**src/rtl/pipe_hazard_ctrl_pkg.sv**
```systemverilog
// Shared encodings for the pipeline sequencer: RAM op/owner codes, special
// register addresses and the controller FSM states.
package pipe_hazard_ctrl_pkg;

    localparam logic PAUSE_ENABLE = 1'b1;

    localparam logic RAM_OP_RD = 1'b0;
    localparam logic RAM_OP_WR = 1'b1;

    localparam logic RAM_SEL_INST = 1'b0;
    localparam logic RAM_SEL_DATA = 1'b1;

    localparam logic [3:0] REG_SP = 4'd8;
    localparam logic [3:0] REG_IH = 4'd9;
    localparam logic [3:0] REG_RA = 4'd10;
    localparam logic [3:0] REG_T  = 4'd11;

    typedef enum logic {
        CTRL_IDLE = 1'b0,
        CTRL_BUSY = 1'b1
    } ctrl_state_e;

endpackage

```
**src/rtl/pipe_hazard_ctrl_load_use.sv**
```systemverilog
// Load-use comparator: the EXE instruction is a register-writing load whose
// destination is read by the instruction currently in ID.
module hazard_load_use_det
    import pipe_hazard_ctrl_pkg::*;
#(
    parameter int REG_ADDR_W = 4
) (
    input  logic                  id_use_rx,
    input  logic                  id_use_ry,
    input  logic [REG_ADDR_W-1:0] id_rx_addr,
    input  logic [REG_ADDR_W-1:0] id_ry_addr,
    input  logic                  ie_RAM_en,
    input  logic                  ie_RAM_op,
    input  logic                  ie_wb_en,
    input  logic [REG_ADDR_W-1:0] ie_wb_addr,
    output logic                  load_use
);

    logic is_load;
    logic rx_hit;
    logic ry_hit;

    assign is_load  = ie_RAM_en & (ie_RAM_op == RAM_OP_RD) & ie_wb_en;
    assign rx_hit   = id_use_rx & (id_rx_addr == ie_wb_addr);
    assign ry_hit   = id_use_ry & (id_ry_addr == ie_wb_addr);
    assign load_use = is_load & (rx_hit | ry_hit);

endmodule

```
**src/rtl/pipe_hazard_ctrl.sv**
```systemverilog
// Pipeline sequencer: SRAM arbitration FSM, load-use and jump handling, and
// the merge of all causes into per-register hold/flush controls.
module pipe_hazard_ctrl
    import pipe_hazard_ctrl_pkg::*;
#(
    parameter int MEM_WAIT   = 1,
    parameter int REG_ADDR_W = 4,
    parameter int PERF_W     = 16
) (
    input  logic                  clk_50MHz,
    input  logic                  rst,
    input  logic                  id_use_rx,
    input  logic                  id_use_ry,
    input  logic [REG_ADDR_W-1:0] id_rx_addr,
    input  logic [REG_ADDR_W-1:0] id_ry_addr,
    input  logic                  ie_RAM_en,
    input  logic                  ie_RAM_op,
    input  logic                  ie_wb_en,
    input  logic [REG_ADDR_W-1:0] ie_wb_addr,
    input  logic                  ie_jump_taken,
    input  logic                  em_RAM_en,
    output logic                  pc_hold,
    output logic                  pc_load_target,
    output logic                  ii_hold,
    output logic                  ii_flush,
    output logic                  ie_hold,
    output logic                  ie_PAUSE,
    output logic                  em_hold,
    output logic                  mw_flush,
    output logic                  ram_sel,
    output logic [PERF_W-1:0]     stall_cycles
);

    // cnt counts the remaining hold cycles before the final access cycle
    localparam logic [3:0] CNT_INIT = 4'((MEM_WAIT > 1) ? (MEM_WAIT - 2) : 0);

    ctrl_state_e state, state_nx;
    logic [3:0]  cnt, cnt_nx;
    logic        hold_cyc;
    logic        fin_cyc;
    logic        load_use;
    logic        jump_eff;
    logic        lu_stall;

    hazard_load_use_det #(
        .REG_ADDR_W (REG_ADDR_W)
    ) u_lu_det (
        .id_use_rx  (id_use_rx),
        .id_use_ry  (id_use_ry),
        .id_rx_addr (id_rx_addr),
        .id_ry_addr (id_ry_addr),
        .ie_RAM_en  (ie_RAM_en),
        .ie_RAM_op  (ie_RAM_op),
        .ie_wb_en   (ie_wb_en),
        .ie_wb_addr (ie_wb_addr),
        .load_use   (load_use)
    );

    always_ff @(posedge clk_50MHz) begin
        if (rst) begin
            state        <= CTRL_IDLE;
            cnt          <= '0;
            stall_cycles <= '0;
        end else begin
            state <= state_nx;
            cnt   <= cnt_nx;
            if (pc_hold && (stall_cycles != '1))
                stall_cycles <= stall_cycles + 1'b1;
        end
    end

    always_comb begin
        state_nx = state;
        cnt_nx   = cnt;
        hold_cyc = 1'b0;
        fin_cyc  = 1'b0;
        case (state)
            CTRL_IDLE: begin
                if (em_RAM_en) begin
                    if (MEM_WAIT > 1) begin
                        hold_cyc = 1'b1;
                        state_nx = CTRL_BUSY;
                        cnt_nx   = CNT_INIT;
                    end else begin
                        fin_cyc = 1'b1;
                    end
                end
            end
            CTRL_BUSY: begin
                if (cnt != 4'd0) begin
                    hold_cyc = 1'b1;
                    cnt_nx   = cnt - 4'd1;
                end else begin
                    fin_cyc  = 1'b1;
                    state_nx = CTRL_IDLE;
                end
            end
            default: state_nx = CTRL_IDLE;
        endcase
    end

    // The frozen EXE instruction is re-evaluated once the hold releases
    assign jump_eff = ie_jump_taken & ~hold_cyc;
    assign lu_stall = load_use & ~hold_cyc & ~jump_eff;

    always_comb begin
        pc_load_target = jump_eff;
        pc_hold        = (hold_cyc | fin_cyc | lu_stall) & ~jump_eff;
        ii_hold        = hold_cyc | lu_stall;
        ii_flush       = (fin_cyc | jump_eff) & ~ii_hold;
        ie_hold        = hold_cyc;
        ie_PAUSE       = (lu_stall | jump_eff) & PAUSE_ENABLE;
        em_hold        = hold_cyc;
        mw_flush       = hold_cyc;
        ram_sel        = (hold_cyc | fin_cyc) ? RAM_SEL_DATA : RAM_SEL_INST;
        if (rst) begin
            pc_load_target = 1'b0;
            pc_hold        = 1'b0;
            ii_hold        = 1'b0;
            ii_flush       = 1'b1;
            ie_hold        = 1'b0;
            ie_PAUSE       = 1'b1;
            em_hold        = 1'b0;
            mw_flush       = 1'b1;
            ram_sel        = RAM_SEL_INST;
        end
    end

endmodule
```
**config.mk**
```make
export PLATFORM = sky130hd
export DESIGN_NAME = pipe_hazard_ctrl
export DESIGN_NICKNAME = d
export VERILOG_FILES = /design/src/rtl/pipe_hazard_ctrl_pkg.sv /design/src/rtl/pipe_hazard_ctrl_load_use.sv /design/src/rtl/pipe_hazard_ctrl.sv
export SDC_FILE = /design/constraint.sdc
export NUM_CORES = 1
export LEC_CHECK = 0
export ABC_AREA = 1
export BUFFER_PORTS_ARGS = -buffer_cell sky130_fd_sc_hd__buf_2
export CORE_ASPECT_RATIO = 1.5
export CORE_MARGIN = 5
export CORE_UTILIZATION = 45
export DETAILED_ROUTE_END_ITERATION = 8
export PLACE_DENSITY = 0.83
export SYNTH_ARGS = -nofsm -noshare
export SYNTH_HDL_FRONTEND = slang
export SYNTH_SLANG_ARGS = --single-unit
```
**constraint.sdc**
```tcl
create_clock -name clk_50MHz -period 2.6 [get_ports clk_50MHz]
set_input_delay 0.26 -clock clk_50MHz [delete_from_list [all_inputs] [get_ports clk_50MHz]]
set_output_delay 0.26 -clock clk_50MHz [all_outputs]
set_load 0.01 [all_outputs]
```
; Word level (Yosys, flattened, before mapping)
; Index checks and enable logic that the tools add are counted.
[totals]
reg_bits = 21
inputBits = 21
out_inout_bits = 25
[classes]
n_addsub = 2
n_eq_ne = 3
n_mux = 14
bitwise = 21
reduce_logical = 3
[ops]
columns = operator, count
row1 = "adder 16 x 1 -> 16 bit, second input constant", 1
row2 = "!= test 16 bit, second input constant", 1
row3 = two-way mux 1 bit, 13
row4 = AND 1 bit, 10
row5 = equality test 4 bit, 2
row6 = OR 1 bit, 6
row7 = NOT 1 bit, 5
row8 = nonzero test 4 bit, 1
row9 = "subtractor 4 x 1 -> 4 bit, second input constant", 1
row10 = case mux 1 bit (2 select lines), 1
row11 = AND reduction 2 bit, 1
row12 = logical AND 1 bit, 1

; Depth between registers and ports, before layout
; Gate-level depths: netlist (run 1).
[depth]
ltp_word = 11
mapped_depth = 12
ltp_nobuf = 12

; Hierarchy
; Synthesis (run 1) repeated with hierarchy kept, for this count alone.
[unflattened]
hier_cells = 238
hier_area_um2 = 1537.7
[modules_own_cells]
columns = mod, instances, cells_per_inst, area_per_inst_um2, seq_area_each_um2
row1 = pipe_hazard_ctrl, 1, 204, 1385.1, 420.4
row2 = hazard_load_use_det, 1, 34, 152.6, 0.0

; Worst setup path before layout (run 1)
; OpenSTA, ideal clock, no wires.
[synth_path]
path_type = reg-to-output
from = register cnt[0]
to = output port pc_hold
arrival_ns = 1.712
slack_ns = 0.628
path_stages_with_launch = 8
cell_sequence = dfxtp_1 inv_1 ha_1 a31oi_1 inv_1 a21oi_4 buf_2 a21boi_0
[synth_between]
elab_chain_cells = 10
[synth_rtl]
columns = element, line_no
row1 = from (decl), pipe_hazard_ctrl.sv:38  ; logic [3:0] cnt, cnt_nx;
row2 = from (signal assigned), pipe_hazard_ctrl.sv:66  ; cnt <= cnt_nx;
row3 = nonzero test 4 bit (*), pipe_hazard_ctrl.sv:90  ; if (cnt != 4'd0) begin
row4 = two-way mux 1 bit, pipe_hazard_ctrl.sv:90
row5 = two-way mux 1 bit, pipe_hazard_ctrl.sv:77  ; case (state)
row6 = NOT 1 bit, "pipe_hazard_ctrl.sv:103, pipe_hazard_ctrl.sv:104"
row7 = AND 1 bit, pipe_hazard_ctrl.sv:103  ; assign jump_eff = ie_jump_taken & ~hold_cyc;
row8 = NOT 1 bit, "pipe_hazard_ctrl.sv:104, pipe_hazard_ctrl.sv:108"
row9 = AND 1 bit, pipe_hazard_ctrl.sv:104  ; assign lu_stall = load_use & ~hold_cyc & ~jump_eff;
row10 = OR 1 bit, pipe_hazard_ctrl.sv:108  ; pc_hold = (hold_cyc | fin_cyc | lu_stall) & ~jump_eff;
row11 = AND 1 bit (*), pipe_hazard_ctrl.sv:108
row12 = two-way mux 1 bit (*), pipe_hazard_ctrl.sv:116  ; if (rst) begin
row13 = to (decl), pipe_hazard_ctrl.sv:22  ; output logic pc_hold,
; Every way passes the cells marked *; elsewhere a longest branch is shown, timed or not.

; Worst setup path after layout (run 1)
[layout_path]
from = register cnt[0]
to = output port ii_flush
[layout_between]
elab_chain_cells = 11
[layout_rtl]
columns = element, line_no
row1 = nonzero test 4 bit (*), pipe_hazard_ctrl.sv:90
row2 = two-way mux 1 bit, pipe_hazard_ctrl.sv:90
row3 = two-way mux 1 bit, pipe_hazard_ctrl.sv:77
row4 = NOT 1 bit, "pipe_hazard_ctrl.sv:103, pipe_hazard_ctrl.sv:104"
row5 = AND 1 bit, pipe_hazard_ctrl.sv:103
row6 = NOT 1 bit, pipe_hazard_ctrl.sv:104
row7 = AND 1 bit, pipe_hazard_ctrl.sv:104
row8 = OR 1 bit, pipe_hazard_ctrl.sv:109  ; ii_hold = hold_cyc | lu_stall;
row9 = NOT 1 bit, pipe_hazard_ctrl.sv:110  ; ii_flush = (fin_cyc | jump_eff) & ~ii_hold;
row10 = AND 1 bit (*), pipe_hazard_ctrl.sv:110
row11 = two-way mux 1 bit (*), pipe_hazard_ctrl.sv:116
row12 = to (decl), pipe_hazard_ctrl.sv:25  ; output logic ii_flush,
; Marks and branches as above.

==> impl_metrics.tcl, run 1 <==
set metrics [dict create \
    syn_area_per_cell_sq_um 6.55 \
    yosysTopAreaCellShare 0.297 \
    syn_inst 216 \
    hp-class "input pin to flip-flop" \
    drive_gt1_frac 0.224 \
    drt-initial-drc-count 46 \
    synthArstFlopShare 0 \
    cp.arrival_ps 1930 \
    timing.critical_path.to "ii_flush" \
    io_buffers 45 \
    min_period_ps 2190 \
    viasPerCell 5.15 \
    grt_pass1_vias 1407 \
    cts_tree "yes" \
    final_cell_mix "nand2_1, buf_2, nor2_1" \
    drt_first_pass_iters 4 \
    synth_top_cell_by_area "dfxtp_1" \
    synth_edf_count 0 \
    grt.total_usage 0.163 \
    cp_max_fo 5 \
    mostFrequentLayoutCell "nand2_1" \
    area_growth_pct 20.3 \
    io_pins 46 \
    postRouteAntennaNets 0 \
    tns_ps 0 \
    crit_path_end_kind "primary output" \
    fill_cells 327 \
    p_total_mw 0.628 \
    avgRoutedWirePerCell_um 11.8 \
    tightest_slew_ps 406 \
    drv_slew 0 \
    cts.hold.buffers_added 0 \
    cts_root_buffer "clkbuf_8" \
    synth.distinct_cells 29 \
    skew_ps 2.54 \
    drv_cap 0 \
    synth-warning-count 0 \
    r2r_setup_slack_ps 600 \
    start_util 0.457 \
    ys_ff_latch 21 \
    syn_nets 239 \
    drc 0 \
    crit_required_ps 2340 \
    core_sq_um 3100 \
    synthFlopType "dfxtp_1" \
    ys_top_cells_by_area "dfxtp_1, nand2_1, nor2_1" \
    fin_nets 283 \
    finalSetupViolations 0 \
    max_freq_mhz 456 \
    clkTransAtPathRegs_ps 80 \
    ctsResizeCount 0 \
    die_h_um 78.7 \
    grt_max_degree 21 \
    max-vdd-ir-drop_uv 252 \
    p_per_area_nw_per_um2 369 \
    clock-sinks 21 \
    dpl-instance-area_sq_um 1660 \
    row_count 25 \
    seq_area_frac_synth 0.297 \
    status "finished clean" \
    detailed_place_hpwl_mm 2.66 \
    crit_type "flip-flop to primary output" \
    gp_congestion 0.777 \
    cts-htree-levels 1 \
    cts_made_buffers 3 \
    clock_path_buffers 2 \
    p_leak_nw 0.787 \
    vias 1541 \
    reg2reg_from "cnt[0]" \
    hold_viol_final 0 \
    clock_latency_ps 270 \
    fin_util 0.550 \
    ff2ff_path_depth 9 \
    rsz0062_at_grt "no" \
    grt_pass1_wl_mm 5.86 \
    wl_mm 3.54 \
    whs_ps 411 \
    grt_overflow 0 \
    antenna_cells 0 \
    die_w_um 55.8 \
    postCtsSetupRepairBufs 0 \
    die-area_sq_um 4390 \
    fin_area_sq_um 1700 \
    start_kind "flip-flop" \
    relSlewSlack 0.729 \
    antenna_found_initial 0 \
    crit_start "cnt[0]" \
    period_share 0.843 \
    r2r-end "stall_cycles[11]" \
    syn_area_sq_um 1420 \
]
registers in the layout (all words and copies together), names as in the netlist:
| signal | flops |
|---|---|
| state | 1 |
| stall_cycles | 16 |
| cnt | 4 |
worst min-delay path by stage:
stage | startpoint | end | cells after the start
floorplan | cnt[2] | cnt[2] | 2
finish | rst | stall_cycles[7] | 2
global placement | cnt[3] | cnt[3] | 2
detailed placement | cnt[3] | cnt[3] | 2
global route | rst | stall_cycles[13] | 2
CTS | rst | stall_cycles[11] | 2
synthesized netlist by cell type (all sizes together), types with 2 or more instances:
| cell type | number |
|---|---|
| nand2 | 61 |
| nor2 | 32 |
| inv | 25 |
| dfxtp | 21 |
| nand4 | 17 |
| a21oi | 15 |
| nand3 | 10 |
| xor2 | 8 |
| buf | 6 |
| xnor2 | 5 |
| nor3 | 4 |
| o21ai | 3 |
| ha | 2 |
critical path, stage by stage, from the launching register on:
cell	delay [ps]
dfxtp_1	320
inv_1	70
ha_1	210
a31oi_1	240
inv_1	160
nor2_1	260
inv_1	100
o31ai_1	90
nor2_1	70
buf_2	140
cell families after synthesis:
logic type,synth area share
AOI/OAI and AO/OA,0.0911
xor gates and xnor gates,0.0805
adders and majority gates,0.0177
buffers and inverters,0.0955
DFF,0.297
and+or+nand+nor,0.418
where the power goes:
group / internal [mW] / leakage (nW) / switching (mW)
Clock: 0.107 / 0.0255 / 0.119
Combinational: 0.0306 / 0.592 / 0.0469
Sequential: 0.323 / 0.169 / 0.00149
Total: 0.461 / 0.787 / 0.167
cell type report:
cell class / instances / area (sq um) / area share
well taps: 40 / 50.0 / 0.0294
repair buffers: 46 / 233 / 0.137
flip-flops and latches: 21 / 420 / 0.247
multi-input cells: 163 / 860 / 0.505
inverters: 25 / 93.8 / 0.0551
clock buffers: 3 / 41.3 / 0.0242
clock inverters: 1 / 5.00 / 0.00294
routing by layer:
| layer | share of wire | routed length, um | up-vias | track usage |
|---|---|---|---|---|
| li1 | - | - | 787 | - |
| met1 | 0.40 | 1420 | 701 | 0.180 |
| met2 | 0.53 | 1860 | 48 | 0.295 |
| met3 | 0.055 | 196 | 5 | 0.0280 |
| met4 | 0.016 | 58 | 0 | 0.0779 |
| met5 | 0 | 0 | - | 0 |
through the flow:
stage	instances	worst slack, ps
4_1_cts	299	391
5_1_grt	299	242
3_3_place_gp	295	710
6_report	299	408
2_1_floorplan	216	628
3_5_place_dp	295	632
Note: power is estimated with default switching activity, not from simulation.
==> inputs of run 2 (changes only) <==
==> constraint.sdc (replaced) <==
create_clock -name clk_50MHz -period 2.3 [get_ports clk_50MHz]
set_input_delay 0.23 -clock clk_50MHz [delete_from_list [all_inputs] [get_ports clk_50MHz]]
set_output_delay 0.23 -clock clk_50MHz [all_outputs]
set_load 0.01 [all_outputs]
==> impl_metrics.tcl, run 2 (synthesis gave the netlist of run 1 again) <==
set metrics [dict create \
    status "finished clean" \
    min_period_ps 2160 \
    postRouteAntennaNets 0 \
    finalSetupViolations 0 \
    relSlewSlack 0.717 \
    period_share 0.941 \
    wl_mm 3.52 \
    drive_gt1_frac 0.234 \
    cts-htree-levels 1 \
    mostFrequentLayoutCell "nand2_1" \
    regMostFlops "stall_cycles" \
    power_frac_comb 0.127 \
    dp.cells 296 \
    tightest_slew_ps 425 \
    grt.total_usage 0.172 \
    grt_pass1_vias 1531 \
    p_leak_nw 0.797 \
    p_seq_frac 0.520 \
    crit_required_ps 2070 \
    detailed_place_hpwl_mm 2.82 \
    seq_area_sq_um 420 \
    drt_first_pass_iters 4 \
    clkTransAtPathRegs_ps 80 \
    drc 0 \
    clock_path_buffers 2 \
    final_cell_mix "nand2_1, buf_2, nor2_1" \
    cts_made_buffers 3 \
    die_h_um 78.7 \
    antenna_cells 0 \
    gp_congestion 0.834 \
    clock-sinks 21 \
    fin_util 0.557 \
    grt_max_degree 21 \
    cp_max_fo 8 \
    drv_cap 0 \
    start_kind "flip-flop" \
    io_pins 46 \
    hp-class "input pin to flip-flop" \
    clkPwrFrac 0.353 \
    row_count 25 \
    crit_type "flip-flop to primary output" \
    die_w_um 55.8 \
    r2r_setup_slack_ps 320 \
    viasPerCell 5.10 \
    max_freq_mhz 462 \
    skew_ps 4.15 \
    start_util 0.457 \
    die-area_sq_um 4390 \
    p_per_area_nw_per_um2 409 \
    avgRoutedWirePerCell_um 11.7 \
    tns_ps 0 \
    dpl-instance-area_sq_um 1660 \
    fin_nets 285 \
    busiest_layer "met2" \
    internal_power_mw 0.522 \
    fill_cells 298 \
    instances_no_fill 301 \
    core_sq_um 3100 \
    drt-initial-drc-count 36 \
    gr-usage-met1 0.176 \
    clock_latency_ps 260 \
    grtUsageMet3 0.0197 \
    max-vdd-ir-drop_uv 344 \
    drv_slew 0 \
    cts_tree "yes" \
    rsz0062_at_grt "no" \
    antenna_found_initial 0 \
    cts_root_buffer "clkbuf_8" \
    largest_register_ffs 16 \
    grt_overflow 0 \
    crit_path_end_kind "primary output" \
    io_buffers 45 \
    hold_viol_final 0 \
    cp.arrival_ps 1930 \
    p_sw_mw 0.184 \
    swShare 0.261 \
    fin_area_sq_um 1730 \
    top_regs "stall_cycles (16), cnt (4), state (1)" \
    multi_input_area_sq_um 867 \
    vias 1535 \
    area_growth_pct 21.9 \
    met2_usage 0.336 \
    grt_pass1_wl_mm 6.22 \
]
[run 2: cell types whose count changed in the layout (fill, tap and decap cells not counted)]
cell and change:
buf_4 +2, nor2_1 -1, nor2_4 +1
[run 2: layout make-up]
cell class	count	area share
Sequential cell	21	0.244
Timing Repair Buffer	48	0.144
Clock inverter	1	0.00290
Multi-Input combinational cell	163	0.503
Inverter	25	0.0544
Clock buffer	3	0.0239
Tap cell	40	0.0290
[run 2: worst max-delay path, cell delays in order (launching register included)]
cell     delay (ps)
dfxtp_1         310
inv_1            70
ha_1            210
a31oi_1         290
inv_1           210
a21oi_4         190
buf_4           180
nand2_1          60
buf_2           140
[run 2: timing repair]
item | CTS | global route
resized for setup | 0 | 2
buffers inserted | 0 | 1
endpoints found under the setup margin | 0 | 3
hold buffers | 0 | 0
[run 2: per-layer routing]
metal | routed length, um | vias to the layer above
met5 | 0 | -
met3 | 162 | 13
met1 | 1340 | 691
met2 | 1890 | 40
met4 | 122 | 0
li1 | - | 791
[run 2: path summary, 6_finish.rpt]
path	to	cells past startpoint	from
worst max-delay path	ie_PAUSE	8	cnt[0]
worst min-delay path	stall_cycles[15]	2	rst
worst max register to register	stall_cycles[13]	9	cnt[0]
worst min register to register	cnt[2]	2	cnt[2]
[run 2: power groups by stage]
stage          Combinational [mW]  Sequential (mW)  Clock, mW
6_report                   0.0898            0.367      0.249
5_1_grt                     0.101            0.367      0.273
4_1_cts                    0.0883            0.367      0.254
3_5_place_dp               0.0881            0.375          0
3_3_place_gp               0.0866            0.375          0
2_1_floorplan              0.0511            0.376          0
[run 2: metrics by stage]
stage	worst slack, ps	power [mW]	hold WS [ps]
after global placement	409	0.462	478
after CTS	48.8	0.709	379
after global routing	24.0	0.742	411
after detailed placement	358	0.464	489
after floorplan	358	0.427	448
final	136	0.706	395
==> inputs of run 3 (changes only) <==
--- a/config.mk
+++ b/config.mk
@@ -6,7 +6,7 @@
 export NUM_CORES = 1
 export LEC_CHECK = 0
 export ABC_AREA = 1
-export BUFFER_PORTS_ARGS = -buffer_cell sky130_fd_sc_hd__buf_2
+export BUFFER_PORTS_ARGS = -buffer_cell sky130_fd_sc_hd__buf_4
 export CORE_ASPECT_RATIO = 1.5
 export CORE_MARGIN = 5
 export CORE_UTILIZATION = 45
==> impl_metrics.tcl, run 3 (synthesis gave the netlist of run 1 again) <==
set metrics [dict create \
    gp_congestion 0.859 \
    avgRoutedWirePerCell_um 12.1 \
    cts_made_buffers 3 \
    crit_buf_inv 4 \
    met2_usage 0.327 \
    finalSetupViolations 0 \
    antenna_cells 0 \
    clock_path_buffers 2 \
    crit_type "flip-flop to primary output" \
    r2r-end "stall_cycles[10]" \
    max_freq_mhz 473 \
    hold_depth 2 \
    io_buffers 45 \
    cts.hold.buffers_added 0 \
    ff2ff_path_depth 9 \
    regMostFlops "stall_cycles" \
    dp.cells 295 \
    worstPathCellList "inv_1 > ha_1 > a31oi_2 > inv_1 > nor2_2 > inv_1 > o31ai_1 > nor2_1 > buf_4" \
    largest_register_ffs 16 \
    status "finished clean" \
    die_h_um 78.7 \
    drt_first_pass_iters 5 \
    grt_max_degree 21 \
    setup_slack_ps 188 \
    die-area_sq_um 4390 \
    drive_gt1_frac 0.235 \
    instances_no_fill 300 \
    fin_area_sq_um 1830 \
    drv_cap 0 \
    busiest_layer "met2" \
    grt.total_usage 0.172 \
    die_w_um 55.8 \
    final_cell_mix "nand2_1, buf_4, nor2_1" \
    hold_end "stall_cycles[15]" \
    gr-usage-met1 0.184 \
    cp_max_fo 5 \
    clock_latency_ps 260 \
    hold_viol_final 0 \
    rsz0062_at_grt "no" \
    drt-initial-drc-count 40 \
    clkTransAtPathRegs_ps 80 \
    postRouteAntennaNets 0 \
    area_growth_pct 29.4 \
    viasPerCell 5.08 \
    hp-start "rst" \
    start_util 0.457 \
    dpl-instance-area_sq_um 1770 \
    cts_root_buffer "clkbuf_8" \
    grt_pass1_vias 1471 \
    grtUsageMet3 0.0329 \
    crit_required_ps 2070 \
    period_share 0.918 \
    cts-htree-levels 1 \
    antenna_found_initial 0 \
    crit_slowest_cell "dfxtp_1" \
    fin_nets 284 \
    wl_mm 3.62 \
    cp.arrival_ps 1880 \
    start_kind "flip-flop" \
    core_sq_um 3100 \
    place_ws_ps 311 \
    vias 1523 \
    io_pins 46 \
    min_period_ps 2110 \
    reg2reg_from "stall_cycles[0]" \
    max_stage_delay_ps 320 \
    p_leak_nw 0.812 \
    r2r_setup_slack_ps 390 \
    p_total_mw 0.717 \
    tns_ps 0 \
    p_per_area_nw_per_um2 391 \
    tightest_slew_ps 342 \
    top_regs "stall_cycles (16), cnt (4), state (1)" \
    hp-class "input pin to flip-flop" \
    crit_path_frequent_cell "inv_1" \
    drv_slew 0 \
    cts_tree "yes" \
    detailed_place_hpwl_mm 2.76 \
    grt_pass1_wl_mm 6.20 \
    drc 0 \
    path_delay_family "buffers and inverters" \
    grt_overflow 0 \
    skew_ps 1.89 \
    clock-sinks 21 \
    max-vdd-ir-drop_uv 328 \
    crit_path_end_kind "primary output" \
    relSlewSlack 0.771 \
    row_count 25 \
    mostFrequentLayoutCell "nand2_1" \
]
[run 3: worst max-delay path by stage]
stage / depth (start not counted) / startpoint / slack, ps / endpoint
after CTS: 9 / cnt[0] / 7 / ii_flush
after global placement: 9 / cnt[0] / 330 / ii_flush
after floorplan: 7 / cnt[0] / 360 / pc_hold
after detailed placement: 9 / cnt[0] / 310 / ii_flush
after global routing: 9 / cnt[0] / 10 / ii_flush
final: 9 / cnt[0] / 190 / ii_flush
[run 3: power breakdown]
group          total [mW]  switching [mW]  internal (mW)
combinational       0.103          0.0541         0.0490
sequential          0.367         0.00173          0.365
clock               0.247           0.126          0.121
total               0.717           0.182          0.535
[run 3: final cells by class]
type / instances / area, sq um
timing repair buffer: 47 / 353
clock inverter: 1 / 5.00
inverter: 25 / 93.8
clock buffer: 3 / 41.3
tap: 40 / 50.0
fill: 303 / 1260
sequential: 21 / 420
multi-input combinational: 163 / 868
[run 3: per-layer routing]
metal | up-vias | routed length (um)
met4 | 0 | 51
met3 | 7 | 156
met2 | 33 | 1980
met1 | 698 | 1440
met5 | - | 0
li1 | 785 | -
[run 3: through the flow]
step | utilization | hold slack [ps]
3_3_place_gp | 0.571 | 475
3_5_place_dp | 0.571 | 486
5_1_grt | 0.592 | 309
2_1_floorplan | - | 448
4_1_cts | 0.586 | 297
6_report | 0.592 | 312
[run 3: timing repair]
action / CTS / global route
setup buffers: 0 / 1
endpoints found under the setup margin: 0 / 4
resized for setup: 0 / 2
